File: src/rtl/user_code_loader_pkg.sv
// Shared definitions for the i281 runtime code loader: state encodings,
// default frame delimiter and code image geometry.
package user_code_loader_pkg;

   typedef enum logic [2:0] {
      ST_IDLE   = 3'd0,
      ST_HI     = 3'd1,
      ST_LO     = 3'd2,
      ST_CHK    = 3'd3,
      ST_COMMIT = 3'd4
   } state_t;

   localparam logic [7:0] DEFAULT_START_BYTE = 8'hA5;
   localparam int CODE_WORDS = 16;
   localparam int WORD_W     = 16;
   localparam int IDX_W      = 4;
   localparam int IMAGE_W    = CODE_WORDS * WORD_W;

   // States in which a frame is in flight and the inter-byte timeout runs.
   function automatic logic is_frame_state(input state_t s);
      return (s == ST_HI) || (s == ST_LO) || (s == ST_CHK);
   endfunction

endpackage

File: src/rtl/user_code_loader_code_image_reg.sv
// Shadow/active instruction register bank: byte-wise writes into the shadow
// copy, single-edge bulk copy of the whole shadow into the active image.
module code_image_reg
   import user_code_loader_pkg::*;
(
   input  logic               clock,
   input  logic               reset_n,
   input  logic               wr_en,
   input  logic               wr_hi,
   input  logic [IDX_W-1:0]   wr_idx,
   input  logic [7:0]         wr_byte,
   input  logic               commit,
   output logic [IMAGE_W-1:0] image
);

   logic [CODE_WORDS-1:0][WORD_W-1:0] shadow;
   logic [CODE_WORDS-1:0][WORD_W-1:0] active;

   always_ff @(posedge clock or negedge reset_n) begin
      if (!reset_n) begin
         shadow <= '0;
      end else if (wr_en) begin
         if (wr_hi) shadow[wr_idx][15:8] <= wr_byte;
         else       shadow[wr_idx][7:0]  <= wr_byte;
      end
   end

   // The CPU must never see a half-updated program, so all words move together.
   always_ff @(posedge clock or negedge reset_n) begin
      if (!reset_n)    active <= '0;
      else if (commit) active <= shadow;
   end

   assign image = active;

endmodule

File: src/rtl/user_code_loader.sv
// Framed byte-stream loader for the i281 instruction store: assembles a
// 16-word program in a shadow buffer and commits it after a good checksum.
module user_code_loader
   import user_code_loader_pkg::*;
#(
   parameter logic [7:0] START_BYTE     = DEFAULT_START_BYTE,
   parameter int         TIMEOUT_CYCLES = 1024
) (
   input  logic               clock,
   input  logic               reset_n,
   input  logic [7:0]         in_data,
   input  logic               in_valid,
   output logic               in_ready,
   output logic [IMAGE_W-1:0] code_image,
   output logic               cpu_hold,
   output logic               load_done,
   output logic               load_err
);

   localparam int TCNT_W = ($clog2(TIMEOUT_CYCLES + 1) > 10) ? $clog2(TIMEOUT_CYCLES + 1) : 10;
   localparam logic [TCNT_W-1:0] TCNT_LAST = TCNT_W'(TIMEOUT_CYCLES - 1);

   state_t              state, state_next;
   logic [7:0]          acc;
   logic [IDX_W-1:0]    idx;
   logic [TCNT_W-1:0]   tcnt;
   logic                xfer, in_frame, timeout;
   logic                frame_start, shadow_we, shadow_hi, idx_inc, commit, err_set;

   assign in_ready = (state != ST_COMMIT);
   assign xfer     = in_valid && in_ready;
   assign in_frame = is_frame_state(state);
   // Fires on the idle cycle that would bring the counter to TIMEOUT_CYCLES;
   // a transfer in that same cycle takes priority.
   assign timeout  = in_frame && !xfer && (tcnt == TCNT_LAST);
   assign cpu_hold = (state != ST_IDLE);

   always_ff @(posedge clock or negedge reset_n) begin
      if (!reset_n) state <= ST_IDLE;
      else          state <= state_next;
   end

   always_comb begin
      state_next  = state;
      frame_start = 1'b0;
      shadow_we   = 1'b0;
      shadow_hi   = 1'b0;
      idx_inc     = 1'b0;
      commit      = 1'b0;
      err_set     = 1'b0;
      case (state)
         ST_IDLE: begin
            if (xfer && (in_data == START_BYTE)) begin
               frame_start = 1'b1;
               state_next  = ST_HI;
            end
         end
         ST_HI: begin
            if (xfer) begin
               shadow_we  = 1'b1;
               shadow_hi  = 1'b1;
               state_next = ST_LO;
            end else if (timeout) begin
               err_set    = 1'b1;
               state_next = ST_IDLE;
            end
         end
         ST_LO: begin
            if (xfer) begin
               shadow_we = 1'b1;
               if (idx == IDX_W'(CODE_WORDS - 1)) begin
                  state_next = ST_CHK;
               end else begin
                  idx_inc    = 1'b1;
                  state_next = ST_HI;
               end
            end else if (timeout) begin
               err_set    = 1'b1;
               state_next = ST_IDLE;
            end
         end
         ST_CHK: begin
            if (xfer) begin
               if (in_data == acc) begin
                  state_next = ST_COMMIT;
               end else begin
                  err_set    = 1'b1;
                  state_next = ST_IDLE;
               end
            end else if (timeout) begin
               err_set    = 1'b1;
               state_next = ST_IDLE;
            end
         end
         ST_COMMIT: begin
            commit     = 1'b1;
            state_next = ST_IDLE;
         end
         default: state_next = ST_IDLE;
      endcase
   end

   always_ff @(posedge clock or negedge reset_n) begin
      if (!reset_n) begin
         acc       <= '0;
         idx       <= '0;
         tcnt      <= '0;
         load_err  <= 1'b0;
         load_done <= 1'b0;
      end else begin
         load_done <= commit;
         if (frame_start) begin
            acc <= '0;
            idx <= '0;
         end else begin
            if (shadow_we) acc <= acc ^ in_data;
            if (idx_inc)   idx <= idx + 1'b1;
         end
         if (in_frame && !xfer && !timeout) tcnt <= tcnt + 1'b1;
         else                               tcnt <= '0;
         if (frame_start)  load_err <= 1'b0;
         else if (err_set) load_err <= 1'b1;
      end
   end

   code_image_reg u_image (
      .clock   (clock),
      .reset_n (reset_n),
      .wr_en   (shadow_we),
      .wr_hi   (shadow_hi),
      .wr_idx  (idx),
      .wr_byte (in_data),
      .commit  (commit),
      .image   (code_image)
   );

endmodule

File: config.mk
export PLATFORM = sky130hd
export DESIGN_NAME = user_code_loader
export DESIGN_NICKNAME = d
export VERILOG_FILES = /design/src/rtl/user_code_loader_pkg.sv /design/src/rtl/user_code_loader_code_image_reg.sv /design/src/rtl/user_code_loader.sv
export SDC_FILE = /design/constraint.sdc
export NUM_CORES = 1
export LEC_CHECK = 0
export CAP_MARGIN = 10
export CORE_ASPECT_RATIO = 0.75
export CORE_UTILIZATION = 55
export CTS_BUF_LIST = sky130_fd_sc_hd__clkbuf_2 sky130_fd_sc_hd__clkbuf_4 sky130_fd_sc_hd__clkbuf_8
export DETAILED_ROUTE_END_ITERATION = 7
export PLACE_DENSITY = 0.8
export SLEW_MARGIN = 10
export SYNTH_ARGS = -nofsm -noshare
export SYNTH_HDL_FRONTEND = slang
export SYNTH_SLANG_ARGS = --single-unit
export TNS_END_PERCENT = 50
File: constraint.sdc
create_clock -name clock -period 2.6 [get_ports clock]
set_input_delay 0.26 -clock clock [delete_from_list [all_inputs] [get_ports clock]]
set_output_delay 0.26 -clock clock [all_outputs]
set_load 0.01 [all_outputs]
==> parameters.txt <==
Parameter                              Value

Drt
  Total number of vias ... 14285
  DRC marker count from the first detailed-route iteration ... 1053
  Detail Route Antenna Nets ... 0
  Via density per instance ... 5.30
  Wirelength, routed ... 51800 microns
  WL per Instance ... 19.2 microns
  DRC viols ... 0
  Pre-Repair DR Iteration Count ... 5

Worst hold path
  Worst hold path cell count ... 4
  Class of the most critical hold timing path ... input pin to flip-flop
  Worst hold path endpoint ... acc[0]
  HP Start ... in_data[0]

Placed design
  Quantity of I/O buffers inserted on ports ... 270
  Half-perimeter wire length of the detailed placement result ... 32900 microns
  Worst Setup Slack post-DPL ... 0.245 ns
  Last weighted congestion value of the routability-driven placer ... 0.817
  Post-placement cell count ... 2548
  Post-place instance area ... 24000 sq um

Critical path
  Largest stage delay on the critical path ... 0.53 ns
  Worst path top cell family by delay ... flip-flops
  Largest driver fanout on the critical path ... 14
  Reg2Reg Capture Point ... u_image.shadow[10]
  Arrival @ worst endpoint ... 2.20 ns
  Critical-path cell with the highest stage delay ... sky130_fd_sc_hd__dfrtp_1
  Number of cells on the worst reg-to-reg path ... 5
  Capturing element type of the critical path ... output pin
  Classification of the worst setup path ... flip-flop to output pin
  Reg2Reg Launch Point ... idx[0]
  List of cells traversed by the critical path ... or3_1 > clkdlybuf4s50_1
  Worst Path Required ... 2.34 ns
  Crit path buf inv count ... 1
  Slack of the worst reg-to-reg path ... 0.48 ns
  Critical path startpoint category ... flip-flop

Floorplan
  Initial core utilization ... 0.560
  X dimension of the die ... 226 microns
  Height of the die ... 170 microns
  Die Outline Area ... 38500 sq um
  Area of the core ... 37100 sq um
  Top-Level Pins ... 271
  Cell Rows ... 61

Pwr
  Pwr per Cell Area ... 797 nW/um^2
  LEAKAGE ... 13.4 nW
  Largest vdd supply drop ... 0.511 mV

STA
  Max Freq ... 407 MHz
  Worst-margin pin slew ... 0.726 ns
  Worst setup skew after layout ... 0.0228 ns
  Normalized max-slew margin ... 0.516
  Final setup slack of the worst path ... 0.143 ns
  Setup repair after global routing missed its margin ... false
  Final critical-path share of the clock period ... 0.945
  Hold Vio Cnt, Final ... 0
  Setup-failing EPs final ... 0
  Final count of pins violating max slew ... 0
  Post-route setup TNS ... 0 ns
  Clock period minus final worst setup slack ... 2.46 ns

Finish
  Final Cell Area ... 25900 sq um
  Layout cells sized above 1 ... 0.214
  Final Non-Filler Cells ... 2695
  Number of fillers in the final layout ... 2700
  Signed area change from the synthesized netlist to the final layout ... 24.7%
  Final net count ... 2145

Clocking
  Total CTS buffers ... 82
  CTS tree ... done
  Clock latency on the worst-skew pair ... 0.64 ns
  Clock transition at the register clock pins on the worst setup and hold paths after CTS ... 0.06 ns
  Total setup buffers inserted after CTS ... 0
  Root Driver ... sky130_fd_sc_hd__clkbuf_8
  H-tree lvl count ... 3
  Deepest clock path buffer count ... 3
  Clock sink total ... 540

Global routing
  Met3 track demand over resource in global routing ... 0.0684
  Maximum number of pins on one net before global-route repair ... 73
  Total track usage ... 0.277
  Met2 usage in global routing ... 0.430
  Antenna violations before repair ... 3
  Via count of the first global-routing pass ... 14630
  Layer with the highest usage after global routing ... met2
  Met1 usage in global routing ... 0.390
  Grt total ovfl ... 0
  First-pass GRT wire length ... 81200 microns

Synth
  Most frequently used flop master after synthesis ... sky130_fd_sc_hd__dfrtp_1
  Mapped Nets ... 1856
  Netlist cell types ... 41
  EDFF count, synth ... 0
  Combined area of all synthesized cells ... 20800 sq um
  Average cell area after synthesis ... 11.3 sq um
  Gate Count Post-Synth ... 1840
  Number of flip-flops and latches in the synthesized netlist ... 540
  Yosys warning count ... 0
  Share of synthesized area occupied by flip-flops and latches ... 0.651
  Share of async-settable or async-resettable flops after synthesis ... 1.00

Outcome
  Outcome ... finished, final reports clean

Job
  Reported max-cap violation count ... 0
[registers in the layout, summed over array words and instances (netlist names)]
| name | count |
|---|---|
| load_err | 1 |
| u_image.shadow | 256 |
| load_done | 1 |
| u_image.image | 256 |
| tcnt | 11 |
| state | 3 |
| idx | 4 |
| acc | 8 |
[what timing repair did]
| action | in CTS | in global routing |
|---|---|---|
| setup endpoints to repair | 0 | 1 |
| endpoints found under the hold margin | 51 | 0 |
| hold buffers | 1 | 0 |
| resized for setup | 0 | 1 |
[report_power, final]
group | leakage, nW | internal [mW] | switching, mW
sequential | 7.40 | 9.77 | 0.833
clock | 0.951 | 4.33 | 3.25
combinational | 5.09 | 1.31 | 1.11
total | 13.4 | 15.4 | 5.19
[tightest hold or removal path, stage by stage]
cell                      delay (ns)
sky130_fd_sc_hd__buf_2          0.15
sky130_fd_sc_hd__nand3_1        0.09
sky130_fd_sc_hd__xor2_1         0.07
sky130_fd_sc_hd__nor2_1         0.08
[layout make-up]
type	instances	area (sq um)	area share
Antenna cell	1	2.50	0.0000967
Tap cell	504	631	0.0244
Clock inverter	14	163	0.00629
Multi-Input combinational cell	1184	6770	0.262
Clock buffer	131	1650	0.0639
Timing Repair Buffer	313	3110	0.120
Inverter	8	37.5	0.00145
Sequential cell	540	13500	0.522
[metal layers]
layer	routed length (microns)	vias to the layer above
met5	13	-
met4	1070	2
met3	3220	80
met2	24400	414
met1	23100	7355
li1	-	6434
[cells in the final DEF (no fill, tap or decap), types with 3 or more instances in the layout]
master	synthesis	final
sky130_fd_sc_hd__and2_1	5	5
sky130_fd_sc_hd__buf_12	0	9
sky130_fd_sc_hd__buf_2	29	8
sky130_fd_sc_hd__buf_4	3	33
sky130_fd_sc_hd__bufinv_16	0	3
sky130_fd_sc_hd__clkbuf_4	0	24
sky130_fd_sc_hd__clkbuf_8	0	107
sky130_fd_sc_hd__clkdlybuf4s50_1	0	261
sky130_fd_sc_hd__clkinv_2	0	5
sky130_fd_sc_hd__clkinvlp_4	0	4
sky130_fd_sc_hd__dfrtp_1	540	540
sky130_fd_sc_hd__ha_1	5	5
sky130_fd_sc_hd__inv_1	7	7
sky130_fd_sc_hd__mux2_1	4	4
sky130_fd_sc_hd__mux2_2	252	252
sky130_fd_sc_hd__nand2_1	791	790
sky130_fd_sc_hd__nand2_2	12	12
sky130_fd_sc_hd__nand3_1	17	17
sky130_fd_sc_hd__nor2_1	28	27
sky130_fd_sc_hd__nor2b_1	7	7
sky130_fd_sc_hd__nor4_1	3	3
sky130_fd_sc_hd__or3_1	4	4
sky130_fd_sc_hd__xnor2_1	7	7
sky130_fd_sc_hd__xor2_1	21	21
[worst max-delay path by stage]
| stage | startpoint | endpoint | slack [ns] | depth (start not counted) |
|---|---|---|---|---|
| after floorplan | idx[0] | u_image.shadow[10] | 0.70 | 5 |
| after CTS | state[1] | in_ready | 0.07 | 3 |
| final | state[2] | cpu_hold | 0.14 | 2 |
| after detailed placement | in_valid | u_image.shadow[10] | 0.25 | 5 |
| after global routing | state[1] | in_ready | 0.06 | 3 |
| after global placement | in_valid | u_image.shadow[13] | 0.28 | 5 |
[synthesized netlist by cell type, types with 2 or more instances]
cell,count,share of area
sky130_fd_sc_hd__a21oi_1,2,0.00048
sky130_fd_sc_hd__and2_0,2,0.00060
sky130_fd_sc_hd__and2_1,5,0.0015
sky130_fd_sc_hd__and3_1,2,0.00060
sky130_fd_sc_hd__and4bb_2,2,0.0012
sky130_fd_sc_hd__buf_1,4,0.00072
sky130_fd_sc_hd__buf_2,29,0.0070
sky130_fd_sc_hd__buf_4,3,0.0011
sky130_fd_sc_hd__clkbuf_1,72,0.013
sky130_fd_sc_hd__dfrtp_1,540,0.65
sky130_fd_sc_hd__ha_1,5,0.0030
sky130_fd_sc_hd__inv_1,7,0.0013
sky130_fd_sc_hd__mux2_1,4,0.0022
sky130_fd_sc_hd__mux2_2,252,0.14
sky130_fd_sc_hd__nand2_1,791,0.14
sky130_fd_sc_hd__nand2_2,12,0.0036
sky130_fd_sc_hd__nand2b_1,2,0.00060
sky130_fd_sc_hd__nand3_1,17,0.0041
sky130_fd_sc_hd__nand4b_1,2,0.00084
sky130_fd_sc_hd__nor2_1,28,0.0051
sky130_fd_sc_hd__nor2b_1,7,0.0021
sky130_fd_sc_hd__nor3_1,2,0.00048
sky130_fd_sc_hd__nor4_1,3,0.00090
sky130_fd_sc_hd__or3_1,4,0.0012
sky130_fd_sc_hd__xnor2_1,7,0.0030
sky130_fd_sc_hd__xor2_1,21,0.0089
[logic make-up after synthesis]
kind of cell | count (synthesis) | share of synthesized area
buffers and inverters | 116 | 0.0233
adders and majority gates | 5 | 0.00301
muxes | 256 | 0.139
xor gates and xnor gates | 28 | 0.0118
AOI/OAI and AO/OA | 10 | 0.00320
and+or+nand+nor | 885 | 0.169
DFF | 540 | 0.651
[metrics by stage]
stage	power [mW]	utilization	hold slack [ns]
2_1_floorplan	12.3	-	-0.0356
3_3_place_gp	12.9	0.648	0.265
3_5_place_dp	13.1	0.648	0.268
4_1_cts	20.7	0.697	0.0260
5_1_grt	21.5	0.698	0.0418
6_report	20.6	0.698	0.0630
Note: power is estimated with default switching activity, not from simulation.
